<file path="src/rtl/sym_eval_seq.sv">
// sym_eval_seq: sequential symmetric-function evaluator, z = mask[popcount(in_data)], CHUNK bits per cycle.
// Optional: define SYM_EVAL_WEIGHT_OUT_EN to expose the final popcount on out_weight.
module sym_eval_seq #(
    parameter int N = 10,
    parameter int CHUNK = 4,
    parameter logic [N:0] DEFAULT_MASK = 11'h0F8,
    localparam int CW = $clog2(N + 1)
) (
    input  logic          clk,
    input  logic          rst_n,
    input  logic          cfg_we,
    input  logic [N:0]    cfg_mask,
    input  logic          in_valid,
    output logic          in_ready,
    input  logic [N-1:0]  in_data,
    output logic          out_valid,
    input  logic          out_ready,
    output logic          out_z,
    output logic          busy
`ifdef SYM_EVAL_WEIGHT_OUT_EN
    ,
    output logic [CW-1:0] out_weight
`endif
);
    localparam int NCH = (N + CHUNK - 1) / CHUNK;
    localparam int SW = NCH * CHUNK;
    localparam int KW = $clog2(NCH + 1);

    typedef enum logic [1:0] {IDLE, ACCUM, DONE} state_t;

    state_t state, state_nx;
    logic [SW-1:0] sh;
    logic [CW-1:0] acc, pc;
    logic [KW-1:0] chunk_cnt;
    logic [N:0] mask_reg, snap;
    logic accept, last;

    assign accept = in_valid && state == IDLE;
    assign last = chunk_cnt == KW'(NCH - 1);
    assign in_ready = state == IDLE;
    assign busy = state != IDLE;
    assign out_valid = state == DONE;
    assign out_z = (state == DONE) && snap[acc];
`ifdef SYM_EVAL_WEIGHT_OUT_EN
    assign out_weight = state == DONE ? acc : '0;
`endif

    always_comb begin
        pc = '0;
        for (int i = 0; i < CHUNK; i++) pc = pc + CW'(sh[i]);
    end

    always_comb begin
        state_nx = state;
        case (state)
            IDLE:    state_nx = in_valid ? ACCUM : IDLE;
            ACCUM:   state_nx = last ? DONE : ACCUM;
            DONE:    state_nx = out_ready ? IDLE : DONE;
            default: state_nx = IDLE;
        endcase
    end

    always_ff @(posedge clk or negedge rst_n) begin
        if (!rst_n) state <= IDLE;
        else state <= state_nx;
    end

    // A same-cycle config write is folded into the snapshot so it governs this vector.
    always_ff @(posedge clk or negedge rst_n) begin
        if (!rst_n) begin
            mask_reg  <= DEFAULT_MASK;
            snap      <= DEFAULT_MASK;
            sh        <= '0;
            acc       <= '0;
            chunk_cnt <= '0;
        end else begin
            if (cfg_we) mask_reg <= cfg_mask;
            if (accept) begin
                sh        <= SW'(in_data);
                acc       <= '0;
                chunk_cnt <= '0;
                snap      <= cfg_we ? cfg_mask : mask_reg;
            end else if (state == ACCUM) begin
                acc       <= acc + pc;
                sh        <= sh >> CHUNK;
                chunk_cnt <= chunk_cnt + 1'b1;
            end
        end
    end
endmodule

</file>
<file path="config.mk">
export PLATFORM = sky130hd
export DESIGN_NAME = sym_eval_seq
export DESIGN_NICKNAME = d
export VERILOG_FILES = /design/src/rtl/sym_eval_seq.sv
export SDC_FILE = /design/constraint.sdc
export NUM_CORES = 1
export LEC_CHECK = 0
export ABC_CLOCK_PERIOD_IN_PS = 6300
export CAP_MARGIN = 20
export CORE_AREA = 2 2 82 84
export DETAILED_ROUTE_END_ITERATION = 7
export DIE_AREA = 0 0 84 86
export HOLD_SLACK_MARGIN = 0.06
export PLACE_DENSITY_LB_ADDON = 0.25
export SYNTH_ARGS = -nofsm -noshare
export SYNTH_HDL_FRONTEND = slang
export SYNTH_SLANG_ARGS = --single-unit
</file>
<file path="constraint.sdc">
create_clock -name clk -period 6.3 [get_ports clk]
set_input_delay 1.575 -clock clk [delete_from_list [all_inputs] [get_ports clk]]
set_output_delay 1.575 -clock clk [all_outputs]
set_load 0.005 [all_outputs]
</file>
# Word level (Yosys, flattened, before mapping)
# Index checks and enable logic that the tools add are counted.
[op_classes]
addsub = 5
multipliers = 0
n_div = 0
magnitude_cmp = 1
n_eq_ne = 3
n_shift = 0
mux = 13
n_bitwise = 0
n_reduce_logical = 5
[ops]
columns = ["op", "count"]
rows = [
  ["two-way mux 12 bit", 2],
  ["two-way mux 11 bit", 1],
  ["two-way mux 2 bit", 4],
  ["two-way mux 4 bit", 2],
  ["one-hot mux 2 bit (3 select lines)", 1],
  ["less-than comparator 4 x 5 -> 1 bit (second input constant)", 1],
  ["adder 3 x 1 -> 4 bit", 1],
  ["adder 4 bit", 1],
  ["binary-select mux 1 bit (select 4 bit)", 1],
  ["equality test 2 bit (second input constant)", 2],
  ["nonzero test 2 bit", 2],
  ["adder 2 x 1 -> 3 bit", 1],
  ["adder 1 x 1 -> 2 bit", 1],
  ["adder 2 x 1 -> 2 bit (second input constant)", 1],
  ["equality test 2 x 1 -> 1 bit (second input constant)", 1],
  ["logical AND 1 bit", 2],
  ["zero test 2 bit", 1],
  ["two-way mux 1 bit", 2],
]
[word_totals]
register_bits = 42
latchBits = 0
ram_bits = 0
mem_bits_ro = 0
input_bits = 26
output_inout_bits = 4
elab_cells = 33
n_memories = 0

# Logic depth before layout (Yosys ltp)
[depth]
ltp_word = 6
ltp_mapped = 8
ltp_nobuf = 8

# Least setup slack after synthesis
# No wires, ideal clock.
[synth_timing]
path_type = "reg-to-output"
start = "reg acc[1]"
end = "out out_z"
arrival_time_ns = 1.351
t_required_ns = 4.725
slack_ns = 3.374
path_stages_with_launch = 5
path_buffers = 1
path_cell_list = "dfrtp_1 > buf_6 > mux2_4 > or3_1 > a41o_1"
[synth_between]
elab_chain_len = 3
[synth_rtl]
columns = ["element", "line", "rtl"]
rows = [
  ["from (decl)", "33", "logic [CW-1:0] acc, pc;"],
  ["from (signal assigned)", "84", "acc <= acc + pc;"],
  ["binary-select mux 1 bit (select 4 bit)", "43", "assign out_z = (state == DONE) && snap[acc];"],
  ["two-way mux 1 bit (implied by the code)", "43", ""],
  ["logical AND 1 bit", "43", ""],
  ["to (decl)", "18", "output logic out_z,"],
]
# Every way passes these cells. The select of a mux whose other input is x is not followed.

# Final worst setup path
# Ends and elaborated chain as after synthesis.

==> summary.md <==
| Metric | Value |
|---|---|
| Result of the run | completed |
| Number of sinks on the clock net | 40 |
| Power density of the placed cells | 432 nW/um^2 |
| Critical path start-end classification | reg -> out |
| Slowest stage cell on the critical path | dfrtp_1 |
| Number of violations of the max-capacitance limit | 0 |
| Total die area | 7220 sq um |
| Maximum number of pins on one net before global-route repair | 41 |
| Kind of end point of the critical path | output port |
| Standard-cell row count | 29 |
| Clk pin slew, worst setup/hold paths | 0.08 ns |
| Hold buffer count at cts | 0 |
| Insertion delay of the later-clocked pin in the worst-skew pair | 0.29 ns |
| Capture endpoint of the worst hold path | snap[7]$_DFFE_PN1P_ |
| Post-detailed-placement half-perimeter wirelength | 2330 um |
| Worst Reg-to-Reg Cells | 7 |
| Critical Path Source Type | flip-flop |
| Portion of netlist area occupied by mux cells | 10.5% |
| Setup violators final | 0 |
| Unrepaired setup endpoints after global routing | no |
| Worst-case register-to-register setup slack | 4.20 ns |
| Total Routing Usage GR | 10.5% |
| Width of the chip | 84 um |
| Worst hold-check path type | reg -> reg |
| Starting Density | 29.1% |
| DR pass1 iterations | 4 |
| Number of max-slew violations in the final report | 0 |
| Maximum level of the CTS H-tree | 2 |
| Part of the Yosys area used for sequential elements | 55.4% |
| Fin nets | 230 |
| Die Span Y | 86 um |
| Adder and majority gate portion of the synthesized area | 4.65% |
| Count of nets left with antenna violations after detail routing | 0 |
| First-pass GRT wire length | 6070 um |
| Final Routed Wirelength | 3440 um |
| Clock root cell | clkbuf_8 |
| CTS tree | done |
| Vias in the first global route | 1298 |
| Share of the cycle needed by the critical path after routing | 59.0% |
| Hold Violations, Final | 0 |
| R2R Path Start | sh[0]$_DFFE_PN0P_ |
| Fraction of the mapped netlist area in compound gates | 5.61% |
| Post-synthesis net count | 203 |
| Slew Limit Headroom | 37.9% |
| DR DRC count | 0 |
| Critical Path, Cell by Cell | mux2_4 -> or3_1 -> a41o_1 -> clkdlybuf4s50_1 |
| Number of buffers added for setup after CTS | 0 |
| Avg Cell Area, Syn | 10.6 sq um |
| Count of vias placed by the detailed router | 1265 |
| Longest individual stage delay on the worst path | 0.55 ns |
| Post-route minimum period | 3.72 ns |
| Global placer's final weighted congestion | 0.735 |
| Max Clk Rate | 269 MHz |
| Hold_sp | snap[7]$_DFFE_PN1P_ |
| IO Port Bufs | 29 |
| Clk_skew | 0.00616 ns |
| Required time reported for the critical path endpoint | 4.72 ns |
| Bufs on Longest Clock Path | 2 |
| Post-synth top flop | dfrtp_1 |
| Fin Setup TNS | 0 ns |
| Grt total ovfl | 0 |
| Critical R2R Capture | acc[1]$_DFFE_PN0P_ |
| Post-synthesis cell type count | 29 |
| Area Overhead vs Synth | 23.8% |
| Min-Delay Path Depth | 2 |
| Dominant combinational cell family by area after synthesis | simple AND/OR/NAND/NOR gates |
| Fraction of registers with async set or reset after synthesis | 100% |
| Syn Std Cell Area | 1830 sq um |
| XOR/XNOR share of the synthesized area | 0% |
| Number of top-level design ports | 30 |
| Layout fillers | 654 |
| Detailed router's first-iteration violation count | 104 |
| Actual slew at the worst max-slew pin | 0.932 ns |
| Worst Path Max Fanout | 8 |
| EDFF count, synth | 0 |
| Static leakage power | 0.00104 uW |
| Data arrival, critical path | 2.14 ns |
| Largest area contributor in the netlist | dfrtp_1 |
| Number of antenna repair diodes | 0 |
| Yosys top cell area share | 41.1% |
| Hold Worst Slack | 0.461 ns |
| Number of synthesis warnings | 0 |
| Core box area | 6280 sq um |
| Gate count of the mapped netlist | 172 |
| Share of layout cells above drive strength 1 | 17.5% |
| Post-cts resize count | 0 |
| Top cells by count, synth | nand2_1 (51), dfrtp_1 (30), nand3_1 (14) |
| Dominant cell by count in the synthesized netlist | nand2_1 |
| TritonCTS buffer count | 5 |
| Wirelength per Cell | 12.4 um |
| Synthesized-area fraction occupied by and/or/nand/nor cells | 19.3% |
| Register bit total from synthesis | 40 |
| Max VDD drop | 0.000151 V |
| Number of vias per cell after detailed routing | 4.57 |
| Leading cell types by total area after synthesis | dfrtp_1 (41%), dfstp_2 (14%), nand2_1 (10%) |
| Antenna violations before repair | 0 |
worst max path at each step:
stage,startpoint,to,slack [ns],cells after the start
finish,acc[1]$_DFFE_PN0P_,out_z,2.58,4
global route,acc[1]$_DFFE_PN0P_,out_z,2.49,4
CTS,acc[1]$_DFFE_PN0P_,out_z,2.54,4
detailed placement,acc[1]$_DFFE_PN0P_,out_z,2.88,4
global placement,acc[1]$_DFFE_PN0P_,out_z,2.89,4
floorplan,acc[1]$_DFFE_PN0P_,out_z,3.37,4
metrics by stage:
step	area [sq um]	util [%]	setup slack (ns)	power, uW	std cells
after floorplan	1830	-	3.37	705	172
after global placement	2170	34.5	2.89	803	269
after detailed placement	2170	34.5	2.88	813	269
after CTS	2260	36.1	2.54	996	277
after global routing	2260	36.1	2.49	1070	277
final	2260	36.1	2.58	978	277
kinds of logic (layout without fill, tap and decap cells):
group | after synthesis | count (layout)
simple gates | 79 | 79
buf+inv | 17 | 45
flops | 40 | 40
compound gates | 15 | 15
mux | 16 | 16
fa+ha+maj | 5 | 5
critical path: cells and delay by family (launching register included):
family / cells / cell delay [ns]
buffers and inverters: 1 / 0.44
DFF: 1 / 0.55
and+or+nand+nor: 1 / 0.30
AOI/OAI and AO/OA: 1 / 0.24
muxes: 1 / 0.32
metal layers:
layer	routed length, um	global-route usage [%]
met3	136	3.18
met4	51	3.96
met5	0	0
met1	1670	13.8
met2	1590	16.4
where the power goes:
group	switching, uW	total (uW)	internal [uW]	leakage, uW
Clock	88.1	177	88.6	0.0000434
Combinational	197	367	170	0.000520
Sequential	69.7	434	364	0.000480
Total	354	978	623	0.00104
area by class of cell:
class | count | area, sq um | share of cell area [%]
Clock buffer | 6 | 82.6 | 3.65
Tap cell | 77 | 96.3 | 4.26
Sequential cell | 40 | 1010 | 44.8
Inverter | 7 | 26.3 | 1.16
Timing Repair Buffer | 30 | 293 | 12.9
Clock inverter | 2 | 15.0 | 0.663
Multi-Input combinational cell | 115 | 737 | 32.6
cell usage in the layout (no fill, tap or decap):
cell type         n
or2_2             1
nand2b_1          2
buf_4             1
nor3_1            1
a221o_1           1
dfrtp_1          30
ha_1              2
or3_1             1
a22oi_1           5
a41o_1            1
fa_1              3
buf_2             1
clkinvlp_4        2
and4b_1           1
nand3_1          14
o21ai_1           4
clkdlybuf4s50_1  28
nand3b_1          2
nor2b_1           2
o211ai_1          2
nor2_1            2
nor3b_2           1
or3b_1            1
clkbuf_8          6
dfstp_2          10
inv_1             7
mux2_2           11
nand2_1          51
mux2i_1           3
mux4_2            1
mux2_4            1
o21ai_0           2
No activity file was read; power rests on OpenSTA's default activity.
